===== src/rtl/la_iopoc_pkg.sv =====
// ==========================================================================
// la_iopoc_pkg : shared types and ring-bit helpers for the ioring power-on sequencer
// Rev 1.0
// ==========================================================================
`default_nettype none

package la_iopoc_pkg;

  typedef enum logic [2:0] {
    S_OFF     = 3'd0,
    S_SETTLE  = 3'd1,
    S_IE_ON   = 3'd2,
    S_ISO_OFF = 3'd3,
    S_ACTIVE  = 3'd4,
    S_DRAIN   = 3'd5,
    S_SLEEP   = 3'd6
  } state_e;

  localparam int ISO     = 0;
  localparam int IE      = 1;
  localparam int OE      = 2;
  localparam int POC     = 3;
  localparam int CFG_LSB = 4;

  localparam logic [3:0] RING_SAFE = 4'b1001;

  // Control nibble presented on ioring[3:0] while resident in state s.
  function automatic logic [3:0] ring_bits(state_e s);
    logic [3:0] r;
    r      = '0;
    r[POC] = (s inside {S_OFF, S_SETTLE});
    r[ISO] = (s inside {S_OFF, S_SETTLE, S_IE_ON, S_SLEEP});
    r[IE]  = (s inside {S_IE_ON, S_ISO_OFF, S_ACTIVE, S_DRAIN, S_SLEEP});
    r[OE]  = (s == S_ACTIVE);
    return r;
  endfunction

  function automatic logic cfg_open(state_e s);
    return (s inside {S_OFF, S_SETTLE, S_SLEEP});
  endfunction

endpackage

`default_nettype wire


===== src/rtl/la_iopocseq_sync.sv =====
// ==========================================================================
// la_iopocseq_sync : reset-clearing multi-flop synchronizer for io power-good
// Rev 1.0
// ==========================================================================
`default_nettype none

module la_iopocseq_sync #(
  parameter string PROP   = "DEFAULT",
  parameter int    PGSYNC = 2
) (
  input  logic clk,
  input  logic reset,
  input  logic async_i,
  output logic sync_o
);

  logic [PGSYNC-1:0] sync_q;

  // Non-default properties map onto a hardened synchronizer cell in the vendor flow.
  generate
    if (PROP == "DEFAULT") begin : g_generic
      always_ff @(posedge clk) begin
        if (reset) sync_q <= '0;
        else       sync_q <= {sync_q[PGSYNC-2:0], async_i};
      end
    end else begin : g_cell
      always_ff @(posedge clk) begin
        if (reset) sync_q <= '0;
        else       sync_q <= {sync_q[PGSYNC-2:0], async_i};
      end
    end
  endgenerate

  assign sync_o = sync_q[PGSYNC-1];

endmodule

`default_nettype wire


===== src/rtl/la_iopocseq.sv =====
// ==========================================================================
// la_iopocseq : core-side power-on sequencer driving the generic ioring bus
// Rev 1.0
// ==========================================================================
`default_nettype none

module la_iopocseq
  import la_iopoc_pkg::*;
#(
  parameter string             PROP   = "DEFAULT",
  parameter int                RINGW  = 8,
  parameter int                PGSYNC = 2,
  parameter int                TISO   = 16,
  parameter int                TSTEP  = 4,
  parameter logic [RINGW-5:0]  CFGRST = '0
) (
  input  logic             clk,
  input  logic             reset,
  input  logic             pg,
  input  logic             sleep_req,
  output logic             sleep_ack,
  input  logic             cfg_valid,
  output logic             cfg_ready,
  input  logic [RINGW-5:0] cfg_data,
  output logic [2:0]       status,
  output logic [RINGW-1:0] ioring
);

  localparam int CNTW = $clog2((TISO > TSTEP) ? TISO : TSTEP) + 1;
  localparam logic [CNTW-1:0] c_iso_last  = CNTW'(TISO - 1);
  localparam logic [CNTW-1:0] c_step_last = CNTW'(TSTEP - 1);

  logic             pg_sync;
  state_e           state_q, state_d;
  logic [CNTW-1:0]  cnt_q, cnt_d;
  logic [3:0]       ring_q;
  logic [RINGW-5:0] cfg_q, cfg_d;
  logic             sleep_ack_q;
  logic             cfg_ready_q;

  la_iopocseq_sync #(
    .PROP   (PROP),
    .PGSYNC (PGSYNC)
  ) u_sync (
    .clk     (clk),
    .reset   (reset),
    .async_i (pg),
    .sync_o  (pg_sync)
  );

  // Loss of power-good overrides every other transition.
  always_comb begin
    state_d = state_q;
    if (state_q != S_OFF && !pg_sync) begin
      state_d = S_OFF;
    end else begin
      case (state_q)
        S_OFF:     if (pg_sync)              state_d = S_SETTLE;
        S_SETTLE:  if (cnt_q == c_iso_last)  state_d = S_IE_ON;
        S_IE_ON:   if (cnt_q == c_step_last) state_d = S_ISO_OFF;
        S_ISO_OFF: if (cnt_q == c_step_last) state_d = S_ACTIVE;
        S_ACTIVE:  if (sleep_req)            state_d = S_DRAIN;
        S_DRAIN:   if (cnt_q == c_step_last) state_d = S_SLEEP;
        S_SLEEP:   if (!sleep_req)           state_d = S_ISO_OFF;
        default:                             state_d = S_OFF;
      endcase
    end
  end

  always_comb begin
    cnt_d = cnt_q;
    if (state_d != state_q || state_q == S_OFF) cnt_d = '0;
    else if (cnt_q != '1)                       cnt_d = cnt_q + 1'b1;
  end

  assign cfg_d = (cfg_valid && cfg_ready_q) ? cfg_data : cfg_q;

  // Outputs are registered from the next state so they change with the state itself.
  always_ff @(posedge clk) begin
    if (reset) begin
      state_q     <= S_OFF;
      cnt_q       <= '0;
      ring_q      <= RING_SAFE;
      cfg_q       <= CFGRST;
      sleep_ack_q <= 1'b0;
      cfg_ready_q <= 1'b1;
    end else begin
      state_q     <= state_d;
      cnt_q       <= cnt_d;
      ring_q      <= ring_bits(state_d);
      cfg_q       <= cfg_d;
      sleep_ack_q <= (state_d == S_SLEEP);
      cfg_ready_q <= cfg_open(state_d);
    end
  end

  assign status                 = state_q;
  assign sleep_ack              = sleep_ack_q;
  assign cfg_ready              = cfg_ready_q;
  assign ioring[CFG_LSB-1:0]    = ring_q;
  assign ioring[RINGW-1:CFG_LSB] = cfg_q;

endmodule

`default_nettype wire


===== config.mk =====
export PLATFORM = sky130hd
export DESIGN_NAME = la_iopocseq
export DESIGN_NICKNAME = d
export VERILOG_FILES = /design/src/rtl/la_iopoc_pkg.sv /design/src/rtl/la_iopocseq_sync.sv /design/src/rtl/la_iopocseq.sv
export SDC_FILE = /design/constraint.sdc
export NUM_CORES = 1
export LEC_CHECK = 0
export BUFFER_PORTS_ARGS = -buffer_cell sky130_fd_sc_hd__buf_2
export CELL_PAD_IN_SITES_DETAIL_PLACEMENT = 1
export CELL_PAD_IN_SITES_GLOBAL_PLACEMENT = 2
export CORE_UTILIZATION = 33
export CTS_CLUSTER_DIAMETER = 40
export DETAILED_ROUTE_END_ITERATION = 8
export PLACE_DENSITY_LB_ADDON = 0.3
export SLEW_MARGIN = 20
export SYNTH_ARGS = -nofsm -noshare
export SYNTH_HDL_FRONTEND = slang
export SYNTH_SLANG_ARGS = --single-unit
export TNS_END_PERCENT = 50

===== constraint.sdc =====
create_clock -name clk -period 2.88 [get_ports clk]
set_input_delay 0.288 -clock clk [delete_from_list [all_inputs] [get_ports clk]]
set_output_delay 0.288 -clock clk [all_outputs]
set_load 0.005 [all_outputs]

Yosys cells after proc, flatten, opt, wreduce, memory -nomap -nowiden
Cells that the tools add are included.
{ "totals": {"regBits": 20, "input_bits": 9} }
{ "op_classes": {"n_addsub": 1, "n_eq_ne": 16, "muxes": 9, "n_reduce_logical": 12} }
{ "op_table": {"columns": ["op", "n"], "rows": [
  ["3-bit two-way mux", 8],
  ["3-bit case mux with 7 select lines", 1],
  ["3-bit equality test, second input constant", 6],
  ["3-bit by 2-bit equality test with 1-bit output, second input constant", 4],
  ["3-bit by 1-bit equality test with 1-bit output, second input constant", 2],
  ["3-bit logical NOT", 2],
  ["3-bit nonzero test", 2],
  ["5-bit by 1-bit adder with 5-bit output, second input constant", 1],
  ["5-bit by 2-bit equality test with 1-bit output, second input constant", 1],
  ["5-bit by 4-bit equality test with 1-bit output, second input constant", 1],
  ["5-bit inequality test, second input constant", 1],
  ["5-bit nonzero test", 1],
  ["4-bit nonzero test", 1],
  ["3-bit inequality test", 1],
  ["1-bit logical AND", 2],
  ["2-bit nonzero test", 1],
  ["2-bit OR reduction", 1],
  ["1-bit logical NOT", 1],
  ["1-bit logical OR", 1]
]} }

Longest topological paths before layout
Gate-level depths: netlist of run 1.
{ "depth": {"depth_word": 7, "ltp_mapped": 9} }

Modules after synthesis
A second synthesis of run 1 with hierarchy kept.
{ "hier_totals": {"cells_unflattened": 119, "area_unflattened_um2": 1052.3} }
{ "by_module_without_submodules": {"columns": ["module", "n_inst", "cells_each", "area_each_um2", "seq_area_each_um2"], "rows": [
  ["la_iopocseq", 1, 115, 999.7, 360.3],
  ["la_iopocseq_sync", 1, 4, 52.6, 40.0]
]} }

Worst setup path after synthesis of run 1
OpenSTA, ideal clock, no wires.
{ "synth_path": {"path_kind": "reg-to-reg", "startpoint": "reg cnt_q[0]", "endpoint": "reg cnt_q[0]", "setup_time_ps": 57, "arrival_time_ps": 1921, "t_required_ps": 2823, "slack_ps": 902, "stages_incl_launch_ff": 10, "synth_period_minus_slack_ps": 1978, "cell_sequence": "dfxtp_1 ha_1 and3_1 ha_1 a21boi_0 o21ai_0 a221o_1 clkbuf_1 nor3_1 mux2_4"} }
{ "synth_via": {"elab_chain_cells": 7} }
{ "synth_rtl": {"columns": ["item", "line", "source"], "rows": [
  ["start: declaration", "la_iopocseq.sv:35", "logic [CNTW-1:0] cnt_q, cnt_d;"],
  ["start signal: assignment", "la_iopocseq.sv:89", "cnt_q <= cnt_d;"],
  ["5-bit by 2-bit equality test with 1-bit output or 5-bit by 4-bit equality test with 1-bit output (tied branches)", null, null],
  ["3-bit two-way mux, on equally long branches", null, null],
  ["3-bit case mux with 7 select lines", "la_iopocseq.sv:57", "case (state_q)"],
  ["3-bit two-way mux", "la_iopocseq.sv:54", "if (state_q != S_OFF && !pg_sync) begin"],
  ["3-bit inequality test", "la_iopocseq.sv:72", "if (state_d != state_q || state_q == S_OFF) cnt_d = '0;"],
  ["1-bit logical OR", "la_iopocseq.sv:72", null],
  ["2-bit OR reduction (no source line)", null, null]
]} }
Several ways; a longest one is shown, not always the timed one.
A chain may end at the register's enable or synchronous reset.

Worst setup path after layout of run 1
{ "layout_path": {"startpoint": "reg cnt_q[0]", "endpoint": "reg cnt_q[3]"} }
Same word-level chain as after synthesis.

==> results of run 1 <==
-- metrics by stage --
stage / setup slack, ns / total power [mW] / util / area (um^2)
floorplan: 0.902 / 0.319 / - / 1020
global placement: 0.723 / 0.332 / 0.399 / 1140
detailed placement: 0.687 / 0.333 / 0.399 / 1140
CTS: 0.604 / 0.560 / 0.417 / 1190
global route: 0.472 / 0.580 / 0.417 / 1190
finish: 0.652 / 0.554 / 0.417 / 1190
-- metal layers --
layer / routed length, um / share of wire / track usage / vias up
met1: 983 / 0.42 / 0.178 / 411
met3: 114 / 0.049 / 0.0513 / 5
met4: 24 / 0.010 / 0.0510 / 0
li1: - / - / - / 440
met5: 0 / 0 / 0 / -
met2: 1200 / 0.52 / 0.296 / 16
-- final cells by class --
| type | count | area share |
|---|---|---|
| Tap cell | 31 | 0.0326 |
| Clock buffer | 3 | 0.0189 |
| Sequential cell | 20 | 0.336 |
| Multi-Input combinational cell | 83 | 0.483 |
| Clock inverter | 1 | 0.0252 |
| Timing Repair Buffer | 21 | 0.0883 |
| Inverter | 5 | 0.0158 |
-- flip-flops by register name, indices dropped and copies added, names as in the netlist --
signal / count
cfg_ready: 1
ring_q: 4
status: 3
u_sync.sync_q: 2
cfg_q: 4
cnt_q: 5
sleep_ack: 1
-- logic make-up after synthesis --
kind of cell | count (synthesis) | synth area share
simple gates | 44 | 0.242
compound gates | 24 | 0.145
flops | 20 | 0.391
buf+inv | 11 | 0.0477
mux | 8 | 0.103
xor+xnor | 4 | 0.0342
fa+ha+maj | 3 | 0.0367
-- cell usage after synthesis, drive strengths merged --
library cell  number  area (um^2)
a211oi             1         7.51
a21boi             1         7.51
a21o               3         22.5
a21oi              8         40.0
a221o              1         10.0
a31o               1         8.76
and3               1         6.26
buf                1         11.3
clkbuf             5         18.8
dfxtp             20          400
ha                 3         37.5
inv                5         18.8
mux2               5         75.1
mux2i              3         30.0
nand2             10         40.0
nand2b             1         6.26
nand3              5         25.0
nand3b             1         7.51
nand4b             2         17.5
nor2               4         15.0
nor2b              5         31.3
nor3              12         60.1
nor4b              1         23.8
o21ai              8         43.8
o31a               1         8.76
or3                1         6.26
or3b               1         8.76
xnor2              1         8.76
xor2               3         26.3
-- worst paths after layout --
path                               startpoint                     endpoint  slack, ns  depth (start not counted)
setup reg to reg        cnt_q[0]$_SDFFE_PP0P_        cnt_q[3]$_SDFFE_PP0P_       0.65                          8
hold reg to reg   u_sync.sync_q[0]$_SDFF_PP0_  u_sync.sync_q[1]$_SDFF_PP0_       0.46                          1
hold / removal                             pg  u_sync.sync_q[0]$_SDFF_PP0_       0.18                          2
setup / recovery        cnt_q[0]$_SDFFE_PP0P_        cnt_q[3]$_SDFFE_PP0P_       0.65                          8
-- power by group --
| part | switching, mW | internal, mW |
|---|---|---|
| Sequential | 0.00574 | 0.282 |
| Combinational | 0.0209 | 0.0170 |
| Clock | 0.0876 | 0.141 |
| Total | 0.114 | 0.440 |
==> impl_metrics.toml, run 1 <==
[status]
status = "complete, but fails checks"
violations = "design-rule violations"

[timing]
fin_skew_ns = 0.00869
finalCritPeriodShare = 0.773
setup_viol = 0
grt_setup_unrepaired = "false"
tightest_slew_ns = 0.454
whs_ns = 0.182
hold_viol = 0
clock.fmax_mhz = 449
setup_tns_ns = 0
drv_slew = 0
min_period_ns = 2.23
slew_headroom = 0.697

[floorplan]
die_w_um = 57.7
fp.dieArea_um2 = 3330
ios = 22
coreArea_um2 = 2850
row_count = 19
fp.dieH_um = 57.7
start_util = 0.359

[route]
drt-initial-drc-count = 25
routed_via_density = 5.32
drt-pass1-iter-count = 6
wirelength_mm = 2.33
ant_nets = 0
num_vias = 872
avgRoutedWirePerCell_um = 14.2
drc = 3

[grt]
grt_usage = 0.162
antenna_found_initial = 0
first_global_vias = 857
grt_max_degree = 16
grt-ovfl-total = 0
grt_pass1_wl_mm = 4.04

[critical_path]
cp_top_family = "compound AO/OA/AOI/OAI gates"
crit_path_frequent_cell = "ha_1"
crit_type = "reg -> reg"
start_kind = "flip-flop"
critPathArrivalTime_ns = 2.48
cp_slowest_stage_delay_ns = 0.46
cp_max_fo = 10
critPathCaptureType = "flip-flop"
cp_slowest_cell = "a221o_1"
required_ns = 3.13
path_buf_inv = 0
path_cells = "ha_1, and3_1, ha_1, a21boi_0, o21ai_0, a221o_1, nor3_1, mux2_4"

[clock_network]
post_cts_resize_count = 0
cts_tree = "done"
clkTransAtPathRegs_ns = 0.12
postCtsSetupRepairBufs = 0
htreeDepth = 1
numCtsBuffers = 3
cts_root_buf = "clkbuf_4"
postCtsHoldBufs = 0
clockBufferDepth = 2
clock-sinks = 20
clk-insertion-delay-late_ns = 0.31

[final_layout]
antennaDiodeCount = 0
nNetsFinal = 146
multiInputGateArea_um2 = 574
drive_gt1_frac = 0.263
stdcell_count = 164
seqCellArea_um2 = 400
fillCellCount = 354
most-common-layout-cells = "buf_2, dfxtp_1, nor3_1"
area_delta_synth_final_pct = 16.3
layout_commonest_cell = "buf_2"

[yosys]
synth-seq-area-share = 0.391
yosysWarnings = 0
syn_inst = 114
syn-num-nets = 126
synth.avg_cell_area_um2 = 8.98
ys_seq_elements = 20
yosys.cell_types.count = 33
syn_area_um2 = 1020

[placement]
dp.cells = 160
gp_congestion = 0.799
io_buffers = 21
hpwlAfterDp_mm = 1.68

[min_path]
min_path_type = "in -> reg"

[power]
vdd_drop_max_mv = 0.439
leakage_nw = 0.492
power-per-cell-area_nw_per_um2 = 466

[job]
drv_cap = 0
Power figures use the tool's default switching activity.
==> run 2: changes to the inputs <==
--- a/config.mk
+++ b/config.mk
@@ -8,7 +8,7 @@
 export BUFFER_PORTS_ARGS = -buffer_cell sky130_fd_sc_hd__buf_2
 export CELL_PAD_IN_SITES_DETAIL_PLACEMENT = 1
 export CELL_PAD_IN_SITES_GLOBAL_PLACEMENT = 2
-export CORE_UTILIZATION = 33
+export CORE_UTILIZATION = 31
 export CTS_CLUSTER_DIAMETER = 40
 export DETAILED_ROUTE_END_ITERATION = 8
 export PLACE_DENSITY_LB_ADDON = 0.3
==> constraint.sdc (replaced) <==
create_clock -name clk -period 2.25 [get_ports clk]
set_input_delay 0.225 -clock clk [delete_from_list [all_inputs] [get_ports clk]]
set_output_delay 0.225 -clock clk [all_outputs]
set_load 0.005 [all_outputs]
==> run 2 against run 1 <==
The run now ends clean. Combinational power grew 37%. Via count grew 1.4%. Total power grew 28%. Global-route usage shrank 1.4 points. Cell count grew 9.8%.
==> impl_metrics.toml, run 2 (synthesis results as in run 1) <==
[status]
status = "completed"

[final_layout]
stdcell_count = 180
top_regs = "cnt_q (5), cfg_q (4), ring_q (4)"
seqCellArea_um2 = 400
layout_commonest_cell = "buf_2"
top_register = "cnt_q"
largest_reg_flops = 5
area_delta_synth_final_pct = 20.4
most-common-layout-cells = "buf_2, dfxtp_1, nor3_1"
drive_gt1_frac = 0.279
fillCellCount = 393
post-route-util = 0.397
multiInputGateArea_um2 = 586
antennaDiodeCount = 0
nNetsFinal = 149

[critical_path]
start_kind = "flip-flop"
r2r_setup_slack_ns = 0.10
cp_max_fo = 8
path_cells = "ha_1, nor4b_4, buf_4, nor3_1, a21oi_1, a31o_1, mux2_4"
crit_type = "reg -> reg"
r2r-start = "cnt_q[0]$_SDFFE_PP0P_"
r2r_cells = 7
cp_slowest_stage_delay_ns = 0.44
cp_slowest_cell = "a31o_1"
critPathCaptureType = "flip-flop"
cp_top_family = "compound AO/OA/AOI/OAI gates"
path_buf_inv = 1
r2r-end = "cnt_q[0]$_SDFFE_PP0P_"
critPathArrivalTime_ns = 2.34
required_ns = 2.45

[grt]
grt_pass1_wl_mm = 3.86
grt-ovfl-total = 0
grt_usage = 0.147
grt_max_degree = 16
antenna_found_initial = 0
first_global_vias = 870

[timing]
clock.fmax_mhz = 466
fin_skew_ns = 0.00344
slew_headroom = 0.701
setup_viol = 0
min_period_ns = 2.15
drv_slew = 0
hold_viol = 0
finalCritPeriodShare = 0.954
worst_slack_ns = 0.103
grt_setup_unrepaired = "true"
tightest_slew_ns = 0.449

[job]
drv_cap = 0

[route]
ant_nets = 0
route.met2.wl_mm = 1.29
avgRoutedWirePerCell_um = 14.0
num_vias = 884
wirelength_mm = 2.52
wl_met3_um = 41
routed_via_density = 4.91
wl_met1_mm = 1.17
drt-initial-drc-count = 16
top_layer = "met4"
drc = 0
drt-pass1-iter-count = 4

[floorplan]
fp.dieH_um = 59.5
ios = 22
coreArea_um2 = 3100
row_count = 20
fp.dieArea_um2 = 3540
start_util = 0.330
die_w_um = 59.5

[power]
vdd_drop_max_mv = 0.362
power-per-cell-area_nw_per_um2 = 577
total_power_mw = 0.711
leakage_nw = 0.507

[clock_network]
numCtsBuffers = 3
clk-insertion-delay-late_ns = 0.30
cts_root_buf = "clkbuf_4"
clockBufferDepth = 2
postCtsHoldBufs = 0
clkTransAtPathRegs_ns = 0.11
cts_tree = "done"
clock-sinks = 20
htreeDepth = 1

[placement]
dp_worst_setup_slack_ns = 0.0994
hpwlAfterDp_mm = 1.78
dp.cells = 175
io_buffers = 21
gp_congestion = 0.729

[min_path]
whs_path_depth = 2
hp-start = "pg"
min_path_type = "in -> reg"
whs_endpoint = "u_sync.sync_q[0]$_SDFF_PP0_"
## run 2: layout make-up
type,instances,share of cell area
Inverter,5,0.0152
Multi-Input combinational cell,84,0.475
Clock inverter,1,0.0244
Sequential cell,20,0.325
Clock buffer,3,0.0183
Tap cell,44,0.0447
Timing Repair Buffer,23,0.0975
## run 2: timing repair
action | in CTS | in global routing
setup endpoints to repair | 0 | 5
gates resized for setup | 0 | 3
buffers inserted | 0 | 0
## run 2: layer usage
| metal | global-route usage | vias to the layer above |
|---|---|---|
| met4 | 0.0510 | 0 |
| met3 | 0.0284 | 2 |
| li1 | - | 448 |
| met1 | 0.180 | 427 |
| met2 | 0.255 | 7 |
| met5 | 0 | - |
## run 2: through the flow
stage | setup TNS, ns | cell area, um^2 | hold WS, ns
finish | 0 | 1230 | 0.134
detailed placement | 0 | 1170 | 0.447
CTS | 0 | 1220 | 0.128
global placement | 0 | 1170 | 0.430
floorplan | 0 | 1020 | 0.297
global route | -0.0478 | 1230 | 0.144
## run 2: worst max path at each step
stage,from,end,cells past startpoint
6_report,cnt_q[0]$_SDFFE_PP0P_,cnt_q[0]$_SDFFE_PP0P_,7
5_1_grt,cnt_q[0]$_SDFFE_PP0P_,cnt_q[0]$_SDFFE_PP0P_,8
4_1_cts,cnt_q[0]$_SDFFE_PP0P_,cnt_q[2]$_SDFFE_PP0P_,8
3_5_place_dp,cnt_q[0]$_SDFFE_PP0P_,cnt_q[2]$_SDFFE_PP0P_,8
3_3_place_gp,cnt_q[0]$_SDFFE_PP0P_,cnt_q[2]$_SDFFE_PP0P_,7
2_1_floorplan,cnt_q[0]$_SDFFE_PP0P_,cnt_q[0]$_SDFFE_PP0P_,9
## run 2: worst reg2reg max path: stages (launching register included)
cell	delay [ns]
dfxtp_1	0.40
ha_1	0.19
nor4b_4	0.28
buf_4	0.19
nor3_1	0.05
a21oi_1	0.15
a31o_1	0.45
mux2_4	0.34
## run 2: report_power, final
group	total [mW]	switching (mW)	leakage, nW	internal (mW)
logic	0.0518	0.0292	0.316	0.0226
clock network	0.291	0.111	0.0279	0.180
registers	0.368	0.00710	0.163	0.361
